===== config.mk =====
export PLATFORM = sky130hd
export DESIGN_NAME = reg_writeback
export DESIGN_NICKNAME = d
export VERILOG_FILES = /design/src/rtl/reg_writeback.sv
export SDC_FILE = /design/constraint.sdc
export NUM_CORES = 1
export LEC_CHECK = 0
export BUFFER_PORTS_ARGS = -buffer_cell sky130_fd_sc_hd__buf_2
export CAP_MARGIN = 15
export CORE_MARGIN = 10
export CORE_UTILIZATION = 30
export CTS_CLUSTER_SIZE = 40
export DETAILED_ROUTE_END_ITERATION = 16
export SYNTH_ARGS = -nofsm -noshare
export SYNTH_HDL_FRONTEND = slang
export SYNTH_SLANG_ARGS = --single-unit

===== constraint.sdc =====
create_clock -name clk -period 5.79 [get_ports clk]
set_clock_uncertainty 0.2 [all_clocks]
set_input_delay 0.579 -clock clk [delete_from_list [all_inputs] [get_ports clk]]
set_output_delay 0.579 -clock clk [all_outputs]
set_load 0.005 [all_outputs]

===== src/rtl/reg_writeback.sv =====
// reg_writeback: register-file writeback arbiter with a small result buffer for the
// multicycle unit and a busy-register scoreboard.
//
// The main pipeline always wins the write port. Multicycle results wait in a FIFO and
// drain in cycles when the pipeline has no real writeback (pipe_rd == 0 counts as none).
// The scoreboard marks registers with an outstanding multicycle write. A bit is set on
// issue and cleared when the matching result leaves the FIFO.
//
// Ports
//   clk          clock, all state updates on rising edge
//   rst          asynchronous active-low reset
//   pipe_valid   pipeline writeback request (no backpressure)
//   pipe_rd      pipeline destination register
//   pipe_data    pipeline writeback data
//   mc_valid     multicycle result offered
//   mc_ready     buffer has room (count < DEPTH)
//   mc_rd        multicycle result destination register
//   mc_data      multicycle result data
//   issue_valid  multicycle operation issued
//   issue_rd     destination register of the issued operation
//   busy_mask    scoreboard, bit i = register i has a pending multicycle write
//   WE3          registered register-file write enable
//   A3           registered register-file write address
//   WD3          registered register-file write data
module reg_writeback #(
    parameter int unsigned DEPTH = 2
) (
    input  logic        clk,
    input  logic        rst,
    input  logic        pipe_valid,
    input  logic [4:0]  pipe_rd,
    input  logic [31:0] pipe_data,
    input  logic        mc_valid,
    output logic        mc_ready,
    input  logic [4:0]  mc_rd,
    input  logic [31:0] mc_data,
    input  logic        issue_valid,
    input  logic [4:0]  issue_rd,
    output logic [31:0] busy_mask,
    output logic        WE3,
    output logic [4:0]  A3,
    output logic [31:0] WD3
);

    localparam int unsigned PtrW = (DEPTH > 1) ? $clog2(DEPTH) : 1;
    localparam int unsigned CntW = $clog2(DEPTH + 1);

    // ------------------------------------------------------------------
    // State
    // ------------------------------------------------------------------
    logic [4:0]      rd_mem   [DEPTH];
    logic [31:0]     data_mem [DEPTH];

    logic [PtrW-1:0] wr_ptr_q, wr_ptr_d;
    logic [PtrW-1:0] rd_ptr_q, rd_ptr_d;
    logic [CntW-1:0] count_q,  count_d;

    logic [31:0]     busy_q,   busy_d;

    logic            we_q,     we_d;
    logic [4:0]      a3_q,     a3_d;
    logic [31:0]     wd_q,     wd_d;

    // ------------------------------------------------------------------
    // Control
    // ------------------------------------------------------------------
    logic        push;
    logic        pop;
    logic        pipe_req;
    logic [4:0]  head_rd;
    logic [31:0] head_data;

    assign mc_ready  = (count_q < CntW'(DEPTH));
    assign push      = mc_valid && mc_ready;
    assign pipe_req  = pipe_valid && (pipe_rd != 5'd0);
    // Pop decision uses the pre-push count, so an entry pushed this cycle is never
    // popped in the same cycle.
    assign pop       = !pipe_req && (count_q != '0);
    assign head_rd   = rd_mem[rd_ptr_q];
    assign head_data = data_mem[rd_ptr_q];

    // FIFO pointers and occupancy; pointers wrap naturally as DEPTH is a power of two.
    always_comb begin
        wr_ptr_d = wr_ptr_q;
        rd_ptr_d = rd_ptr_q;
        count_d  = count_q;
        if (push) begin
            wr_ptr_d = wr_ptr_q + PtrW'(1);
        end
        if (pop) begin
            rd_ptr_d = rd_ptr_q + PtrW'(1);
        end
        unique case ({push, pop})
            2'b10:   count_d = count_q + CntW'(1);
            2'b01:   count_d = count_q - CntW'(1);
            default: count_d = count_q;
        endcase
    end

    // Write-port selection: pipeline first, then FIFO head, else hold address/data.
    always_comb begin
        we_d = 1'b0;
        a3_d = a3_q;
        wd_d = wd_q;
        if (pipe_req) begin
            we_d = 1'b1;
            a3_d = pipe_rd;
            wd_d = pipe_data;
        end else if (pop) begin
            // A result aimed at x0 is drained but never written.
            we_d = (head_rd != 5'd0);
            a3_d = head_rd;
            wd_d = head_data;
        end
    end

    // Scoreboard: clear first, then set, so a same-cycle set/clear resolves to set.
    always_comb begin
        busy_d = busy_q;
        if (pop && (head_rd != 5'd0)) begin
            busy_d[head_rd] = 1'b0;
        end
        if (issue_valid && (issue_rd != 5'd0)) begin
            busy_d[issue_rd] = 1'b1;
        end
        busy_d[0] = 1'b0;
    end

    // ------------------------------------------------------------------
    // Registers
    // ------------------------------------------------------------------
    always_ff @(posedge clk or negedge rst) begin
        if (!rst) begin
            wr_ptr_q <= '0;
            rd_ptr_q <= '0;
            count_q  <= '0;
            busy_q   <= '0;
            we_q     <= 1'b0;
            a3_q     <= 5'd0;
            wd_q     <= 32'd0;
        end else begin
            wr_ptr_q <= wr_ptr_d;
            rd_ptr_q <= rd_ptr_d;
            count_q  <= count_d;
            busy_q   <= busy_d;
            we_q     <= we_d;
            a3_q     <= a3_d;
            wd_q     <= wd_d;
        end
    end

    // Buffer storage needs no reset: entries are only read when count_q says they are valid.
    always_ff @(posedge clk) begin
        if (push) begin
            rd_mem[wr_ptr_q]   <= mc_rd;
            data_mem[wr_ptr_q] <= mc_data;
        end
    end

    assign busy_mask = busy_q;
    assign WE3       = we_q;
    assign A3        = a3_q;
    assign WD3       = wd_q;

endmodule


# [Word level (Yosys, flattened, before mapping)]
# Memory sizes are Yosys's and may differ from the RTL's.
# Index checks and enable logic that the tools add are counted.
# W data, S select, Z words.
[op_classes] n_addsub=4 mul=0 div_mod_pow=0 magnitude_cmp=5 n_eq_ne=2 n_shift=0 n_mux=15 bitwise=3 reduce_logical=14
[op_table] op="$mux W32" count=4
[op_table] op="$and A32 B32 Y32" count=1
[op_table] op="$not A32 Y32" count=1
[op_table] op="$or A32 B32 Y32" count=1
[op_table] op="$reduce_bool A5 Y1" count=3
[op_table] op="$lt A5 B6 Y1 const B" count=2
[op_table] op="$demux W1 S5" count=2
[op_table] op="$ge A5 B1 Y1 const B" count=2
[op_table] op="$mux W5" count=2
[op_table] op="$logic_and A1 B1 Y1" count=7
[op_table] op="$mux W1" count=6
[op_table] op="$reduce_bool A2 Y1" count=3
[op_table] op="$pmux W2 S2" count=1
[op_table] op="$add A1 B1 Y1 const B" count=2
[op_table] op="$add A2 B1 Y2 const B" count=1
[op_table] op="$eq A2 B1 Y1 const B" count=1
[op_table] op="$eq A2 B2 Y1 const B" count=1
[op_table] op="$lt A2 B2 Y1 const B" count=1
[op_table] op="$sub A2 B1 Y2 const B" count=1
[op_table] op="$logic_not A1 Y1" count=1
[word_totals] reg_bits=73 latch_bits=0 mem_bits_rw=74 romBits=0 in_bits=84 elab_cells=52 n_memories=2
[memory_table] name="data_mem" depth=2 word_bits=32 read_ports=1 rd_clocked_by_memory_dff=0 wr=1 line="52" text="logic [31:0] data_mem [DEPTH];"
[memory_table] name="rd_mem" depth=2 word_bits=5 read_ports=1 rd_clocked_by_memory_dff=0 wr=1 line="51" text="logic [4:0] rd_mem [DEPTH];"

# [Logic depth before layout (Yosys ltp)]
# Gate-level depths: netlist of the first run.
# An unclocked memory read counts as a cell.
[logic_depth] depth_word=10 mapped_depth=8 mapped_depth_nobuf=7

# [Worst setup path after synthesis of the first run]
# No wires, ideal clock.
[synth_path] path_kind="input to register" start="input port mc_valid" end="memory data_mem[0][0], enable pin" arrival_time_ns=2.241 t_required_ns=5.159 setup_slack_ns=2.917 path_stages=2 path_buffers=0 cell_sequence="nand2_1 -> nor2_1"
[synth_between] elab_chain_len=3
[synth_lines] element="start, declared" line="33" text="input logic mc_valid,"
[synth_lines] element="$logic_and A1 B1 Y1" line="74" text="assign push = mc_valid && mc_ready;"
[synth_lines] element="$mux W1" line="154" text="if (push) begin"
[synth_lines] element="$mux W1 (implied by the code)" line="156" text="data_mem[wr_ptr_q] <= mc_data;"
[synth_lines] element="end, declared" line="52"
# Every way passes these cells.

# [Worst setup path after layout of the first run]
[layout_path] start="register rd_ptr_q" end="register busy_q[1] (netlist: busy_mask[1])"
[layout_between] elab_chain_len=10 word_cells_on_any_way=13 classes_between="order compare: 2; mux: 4; bitwise: 3; reduce/logical: 3; memory: 1"
[layout_lines] element="start, declared" line="55" text="logic [PtrW-1:0] rd_ptr_q, rd_ptr_d;"
[layout_lines] element="start signal, assigned" line="143" text="rd_ptr_q <= rd_ptr_d;"
[layout_lines] element="$mem_v2 Z2 W5 *"
[layout_lines] element="$lt A5 B6 Y1 (implied by the code) / $ge A5 B1 Y1 (equally long branches)" line="121" text="busy_d[head_rd] = 1'b0;"
[layout_lines] element="$logic_and A1 B1 Y1 (implied by the code)" line="121"
[layout_lines] element="$mux W1 (implied by the code)" line="121"
[layout_lines] element="$demux W1 S5" line="121"
[layout_lines] element="$not A32 Y32 (no line)"
[layout_lines] element="$and A32 B32 Y32 (no line)"
[layout_lines] element="$mux W32 *" line="120" text="if (pop && (head_rd != 5'd0)) begin"
[layout_lines] element="$or A32 B32 Y32 (no line)"
[layout_lines] element="$mux W32 *" line="123" text="if (issue_valid && (issue_rd != 5'd0)) begin"
[layout_lines] element="net busy_d[1]" line="58" text="logic [31:0] busy_q, busy_d;"
[layout_lines] element="end signal, assigned" line="145" text="busy_q <= busy_d;"
[layout_lines] element="end, declared" line="58"
# Mark *: on every way through the listed nets, which the timed path passes. The rest lies on a longest branch.
# A chain may end at the register's enable or synchronous reset.

==> results of run 1 <==
-- flip-flops by register name, summed over array words and instances (netlist names) --
| name | count |
|---|---|
| A3 | 5 |
| WD3 | 32 |
| WE3 | 1 |
| busy_mask | 31 |
| count_q | 2 |
| data_mem | 64 |
| rd_mem | 10 |
| rd_ptr_q | 1 |
| wr_ptr_q | 1 |
-- layout by cell type, fill, tap and decap left out, types with 7 or more instances in the layout --
cell	n
clkbuf_16	17
o21ai_1	36
edfxtp_1	74
buf_2	152
mux2i_1	35
dfrtp_1	72
a21oi_1	39
o31ai_1	32
inv_6	7
nand2_1	105
nor2_1	45
-- report_power, final --
group          total, uW  switching, uW  internal [uW]
Combinational       1140            665            472
Clock               1090            452            634
Sequential          1630            206           1420
-- critical path: stages (launching register included) --
cell and delay (ns):
dfrtp_2 0.76, buf_4 0.58, nand2_1 0.14, o22a_1 0.38
o31ai_1 0.30, nand2_1 0.08
-- layer usage --
| metal | GRT usage | vias to the layer above | routed length (um) |
|---|---|---|---|
| met5 | 0 | - | 20 |
| met1 | 0.152 | 2116 | 7180 |
| met4 | 0.0349 | 4 | 99 |
| met2 | 0.180 | 153 | 7390 |
| li1 | - | 2176 | - |
| met3 | 0.0678 | 8 | 1890 |
-- cell type report --
type                       instances  area [um2]
fill                            2018       12500
sequential                       147        4050
multi-input combinational        341        1990
timing repair buffer             157         798
clock buffer                      20         467
tap                              270         338
clock inverter                    12         116
inverter                           5        18.8
antenna                            4        10.0
-- path summary, 6_finish.rpt --
kind                       slack (ns)               to
setup reg to reg                 3.22     busy_mask[1]
min in group clk                 0.15  data_mem[0][28]
max in group asynchronous        4.56         rd_ptr_q
hold / removal                   0.12    busy_mask[10]
hold reg to reg                  0.30     busy_mask[4]
setup / recovery                 3.22     busy_mask[1]
-- through the flow --
step / std cells / total power [uW]
global route: 953 / 4110
global placement: 920 / 2800
CTS: 952 / 3910
detailed placement: 920 / 2810
floorplan: 520 / 2360
finish: 956 / 3850
-- cell families (layout without fill, tap and decap cells) --
family,count (synthesis),in the layout,synth area share
simple gates,177,177,0.125
flops,147,147,0.651
compound gates,122,122,0.125
mux,35,35,0.0563
buf+inv,32,194,0.0324
xor+xnor,5,5,0.00704
fa+ha+maj,1,1,0.00201
other cells,1,5,0.000603
==> flow_metrics.env, run 1 <==
export IMPL_grt_first_pass_wirelength_mm=25.2
export IMPL_cellPowerDensity_nw_per_um2=494
export IMPL_synth_lib_cells_used_distinct=47
export IMPL_reg2regPathDepth=5
export IMPL_async_flop_share=0.497
export IMPL_fmaxAchievable_mhz=389
export IMPL_yosysTopAreaCellShare=0.357
export IMPL_drc=0
export IMPL_synth_fp_nets=605
export IMPL_slew_headroom=0.313
export IMPL_status="finished clean"
export IMPL_synth_seq_cells=147
export IMPL_syn2layout_area_growth_pct=25.3
export IMPL_die_w_um=164
export IMPL_grt_start_max_net_pins=74
export IMPL_synthCells=520
export IMPL_dp_hpwl_mm=11.5
export IMPL_synth_top_flop_cell="edfxtp_1"
export IMPL_whs_ns=0.123
export IMPL_fin_crit_sh=0.445
export IMPL_cts_resized=0
export IMPL_globalRouteOverflowTotal=0
export IMPL_r2r_start="rd_ptr_q"
export IMPL_cts_max_level=4
export IMPL_vias=4457
export IMPL_fp_dieH_um=164
export IMPL_grt_pass1_vias=4337
export IMPL_io_pins=155
export IMPL_ys_seq_area_frac=0.651
export IMPL_antenna_left=0
export IMPL_first_pass_iters=4
export IMPL_cts_tree="done"
export IMPL_synth_area_per_cell_um2=12.0
export IMPL_placed_area_um2=7200
export IMPL_viasPerCell=4.66
export IMPL_worstHoldPathType="in -> async"
export IMPL_clkTransAtPathRegs_ns=0.06
export IMPL_grt_util_all_layers=0.122
export IMPL_worstPathRequired_ns=5.88
export IMPL_io_buffers=153
export IMPL_tightest_slew_ns=1.03
export IMPL_start_util=0.306
export IMPL_cts_buffers=17
export IMPL_report_final_slew_viol_count=0
export IMPL_layout_nets=754
export IMPL_critical_path_class="reg -> reg"
export IMPL_synth_area_top_cells="edfxtp_1, dfrtp_1, nand2_1"
export IMPL_fin_ws_ns=3.22
export IMPL_leakage_uw=0.00334
export IMPL_ir_drop_uv=204
export IMPL_antenna_found_initial=6
export IMPL_final_util=0.384
export IMPL_cts_hold_fix_buffers=0
export IMPL_crit_path_start="rd_ptr_q"
export IMPL_cts_sinks=147
export IMPL_syn_area_um2=6220
export IMPL_core_area_um2=20300
export IMPL_clockBufferDepth=2
export IMPL_rsz0062_at_grt="no"
export IMPL_final_cell_area_um2=7790
export IMPL_synth_edf_count=74
export IMPL_drive_gt1_frac=0.302
export IMPL_avgRoutedWirePerCell_um=17.3
export IMPL_post_synth_top_area_cell="edfxtp_1"
export IMPL_rows=52
export IMPL_first_iter_violations=249
export IMPL_fin_tns_setup_ns=0
export IMPL_cts_setup_buffers=0
export IMPL_die_area_um2=26900
export IMPL_dp_slack_ns=3.23
export IMPL_yosysMostFrequentCell="nand2_1"
export IMPL_wl_mm=16.6
export IMPL_crit_path_start_kind="flip-flop"
export IMPL_insertion_delay_ns=0.42
export IMPL_post_route_min_period_ns=2.57
export IMPL_hold_viol=0
export IMPL_path_max_fanout=37
export IMPL_yosys_warnings=0
export IMPL_synth_common_cells="nand2_1, edfxtp_1, dfrtp_1, nor2_1, a21oi_1"
export IMPL_end_kind="flip-flop"
export IMPL_max_cap_violations=0
export IMPL_cts_root_buf="clkbuf_16"
export IMPL_cp_arrival_ns=2.67
export IMPL_gp_congestion=0.765
export IMPL_finalSetupViolCount=0
No activity file was read; power rests on OpenSTA's default activity.
==> run 2: changes to the inputs <==
--- a/config.mk
+++ b/config.mk
@@ -5,6 +5,7 @@
 export SDC_FILE = /design/constraint.sdc
 export NUM_CORES = 1
 export LEC_CHECK = 0
+export ABC_AREA = 1
 export BUFFER_PORTS_ARGS = -buffer_cell sky130_fd_sc_hd__buf_2
 export CAP_MARGIN = 15
 export CORE_MARGIN = 10
==> constraint.sdc (replaced) <==
create_clock -name clk -period 2.54 [get_ports clk]
set_clock_uncertainty 0.2 [all_clocks]
set_input_delay 0.254 -clock clk [delete_from_list [all_inputs] [get_ports clk]]
set_output_delay 0.254 -clock clk [all_outputs]
set_load 0.005 [all_outputs]
==> flow_metrics.env, run 2 <==
export IMPL_ys_seq_area_frac=0.656
export IMPL_rows=52
export IMPL_grt_util_all_layers=0.135
export IMPL_clockPowerShare=0.269
export IMPL_use_met2=0.227
export IMPL_grtUsageMet3=0.0415
export IMPL_wl_mm=17.8
export IMPL_p_int_uw=5570
export IMPL_start_util=0.305
export IMPL_clkTransAtPathRegs_ns=0.06
export IMPL_cts_sinks=147
export IMPL_grt_start_max_net_pins=38
export IMPL_yosys_warnings=0
export IMPL_avgRoutedWirePerCell_um=15.9
export IMPL_fin_cells=1119
export IMPL_syn2layout_area_growth_pct=39.9
export IMPL_placed_area_um2=7290
export IMPL_first_iter_violations=257
export IMPL_fmaxAchievable_mhz=479
export IMPL_whs_ns=0.0406
export IMPL_finalSetupViolCount=0
export IMPL_synth_seq_cells=147
export IMPL_post_route_min_period_ns=2.09
export IMPL_final_cell_mix="nand2_1, buf_2, dlygate4sd3_1, edfxtp_1, dfrtp_1"
export IMPL_ir_drop_uv=508
export IMPL_path_max_fanout=37
export IMPL_max_cap_violations=0
export IMPL_regMostFlops="data_mem"
export IMPL_syn_area_um2=6170
export IMPL_cellPowerDensity_nw_per_um2=1000
export IMPL_leakage_uw=0.00388
export IMPL_cts_root_buf="clkbuf_16"
export IMPL_critical_path_class="in -> reg"
export IMPL_end_kind="flip-flop"
export IMPL_grt_pass1_vias=5158
export IMPL_crit_path_start_kind="input port"
export IMPL_fin_tns_setup_ns=0
export IMPL_largest_register_ffs=64
export IMPL_grt_first_pass_wirelength_mm=28.0
export IMPL_post_synth_top_area_cell="edfxtp_1"
export IMPL_viasPerCell=4.43
export IMPL_drive_gt1_frac=0.263
export IMPL_vias=4959
export IMPL_drc=0
export IMPL_core_area_um2=20200
export IMPL_worstPathRequired_ns=2.67
export IMPL_clockBufferDepth=2
export IMPL_cts_max_level=4
export IMPL_worstHoldPathType="in -> reg"
export IMPL_die_area_um2=26700
export IMPL_cts_resized=0
export IMPL_gp_congestion=0.825
export IMPL_grt_util_met1=0.162
export IMPL_cts_buffers=17
export IMPL_cts_setup_buffers=0
export IMPL_io_pins=155
export IMPL_insertion_delay_ns=0.42
export IMPL_first_pass_iters=6
export IMPL_dp_hpwl_mm=12.4
export IMPL_synth_edf_count=74
export IMPL_synthCells=589
export IMPL_yosysTopAreaCellShare=0.360
export IMPL_p_seq_frac=0.417
export IMPL_slew_headroom=0.435
export IMPL_switching_power_uw=3060
export IMPL_fin_crit_sh=0.822
export IMPL_synth_common_cells="nand2_1, edfxtp_1, dfrtp_1, nand3_1, nor2_1"
export IMPL_die_w_um=163
export IMPL_synth_area_top_cells="edfxtp_1, dfrtp_1, nand2_1"
export IMPL_dp_cells=1007
export IMPL_cp_arrival_ns=2.22
export IMPL_cts_tree="done"
export IMPL_synth_area_per_cell_um2=10.5
export IMPL_pwr_share_comb=0.314
export IMPL_final_cell_area_um2=8630
export IMPL_tightest_slew_ns=0.841
export IMPL_status="finished clean"
export IMPL_layout_nets=920
export IMPL_cts_hold_fix_buffers=79
export IMPL_rsz0062_at_grt="no"
export IMPL_globalRouteOverflowTotal=0
export IMPL_fp_dieH_um=163
export IMPL_hold_viol=0
export IMPL_antenna_left=0
export IMPL_synth_fp_nets=674
export IMPL_async_flop_share=0.497
export IMPL_busiest_layer="met2"
export IMPL_io_buffers=153
export IMPL_antenna_found_initial=1
export IMPL_synth_lib_cells_used_distinct=25
export IMPL_p_sw_frac=0.354
export IMPL_layout_commonest_cell="nand2_1"
export IMPL_yosysMostFrequentCell="nand2_1"
export IMPL_synth_top_flop_cell="edfxtp_1"
export IMPL_report_final_slew_viol_count=0
-- run 2: kinds of logic after synthesis --
family          share of synthesized area
simple gates                        0.235
flops                               0.656
buf+inv                            0.0375
compound gates                     0.0361
mux                                0.0276
xor+xnor                          0.00568
fa+ha+maj                         0.00203
other cells                      0.000608
-- run 2: worst max-delay path, cell delays in order --
cell	delay, ns
dlygate4sd3_1	0.53
buf_2	0.13
nor2_1	0.11
nand3_1	0.20
nand2_2	0.20
inv_2	0.09
nor2_8	0.46
nand2_1	0.12
o211ai_1	0.12
-- run 2: routing by layer --
metal | up-vias | wire [um]
li1 | 2451 | -
met1 | 2358 | 7640
met2 | 141 | 8920
met3 | 9 | 1090
met4 | 0 | 153
met5 | - | 0
-- run 2: stage by stage --
stage	utilization	worst slack, ns	total power (uW)
floorplan	-	-0.248	5130
global placement	0.360	0.574	6260
detailed placement	0.360	0.537	6310
CTS	0.426	0.481	8760
global route	0.427	0.282	9220
finish	0.427	0.451	8630
-- run 2: final cells by class --
type	count	area [um2]
flip-flops and latches	147	4050
inverters	23	86.3
repair buffers	248	1690
clock inverters	15	120
multi-input cells	398	1920
well taps	270	338
fillers	1958	11600
diodes	1	2.50
clock buffers	17	425
-- run 2: worst paths after layout --
check / cells past startpoint / startpoint / slack (ns) / end
worst min register to register: 2 / busy_mask[27] / 0.27 / busy_mask[27]
worst max-delay path: 9 / pipe_rd[1] / 0.45 / WD3[29]
worst max register to register: 5 / count_q[0] / 0.55 / WD3[29]
min in group asynchronous: 2 / rst / 0.15 / busy_mask[1]
worst min-delay path: 4 / issue_rd[1] / 0.04 / busy_mask[4]
max in group asynchronous: 3 / rst / 1.39 / WD3[3]
-- run 2: power groups by stage --
stage,Sequential (uW),Combinational (uW),Clock [uW]
finish,3600,2710,2320
detailed placement,3640,2670,0
floorplan,3640,1490,0
CTS,3600,2780,2390
global route,3680,3040,2490
global placement,3640,2620,0
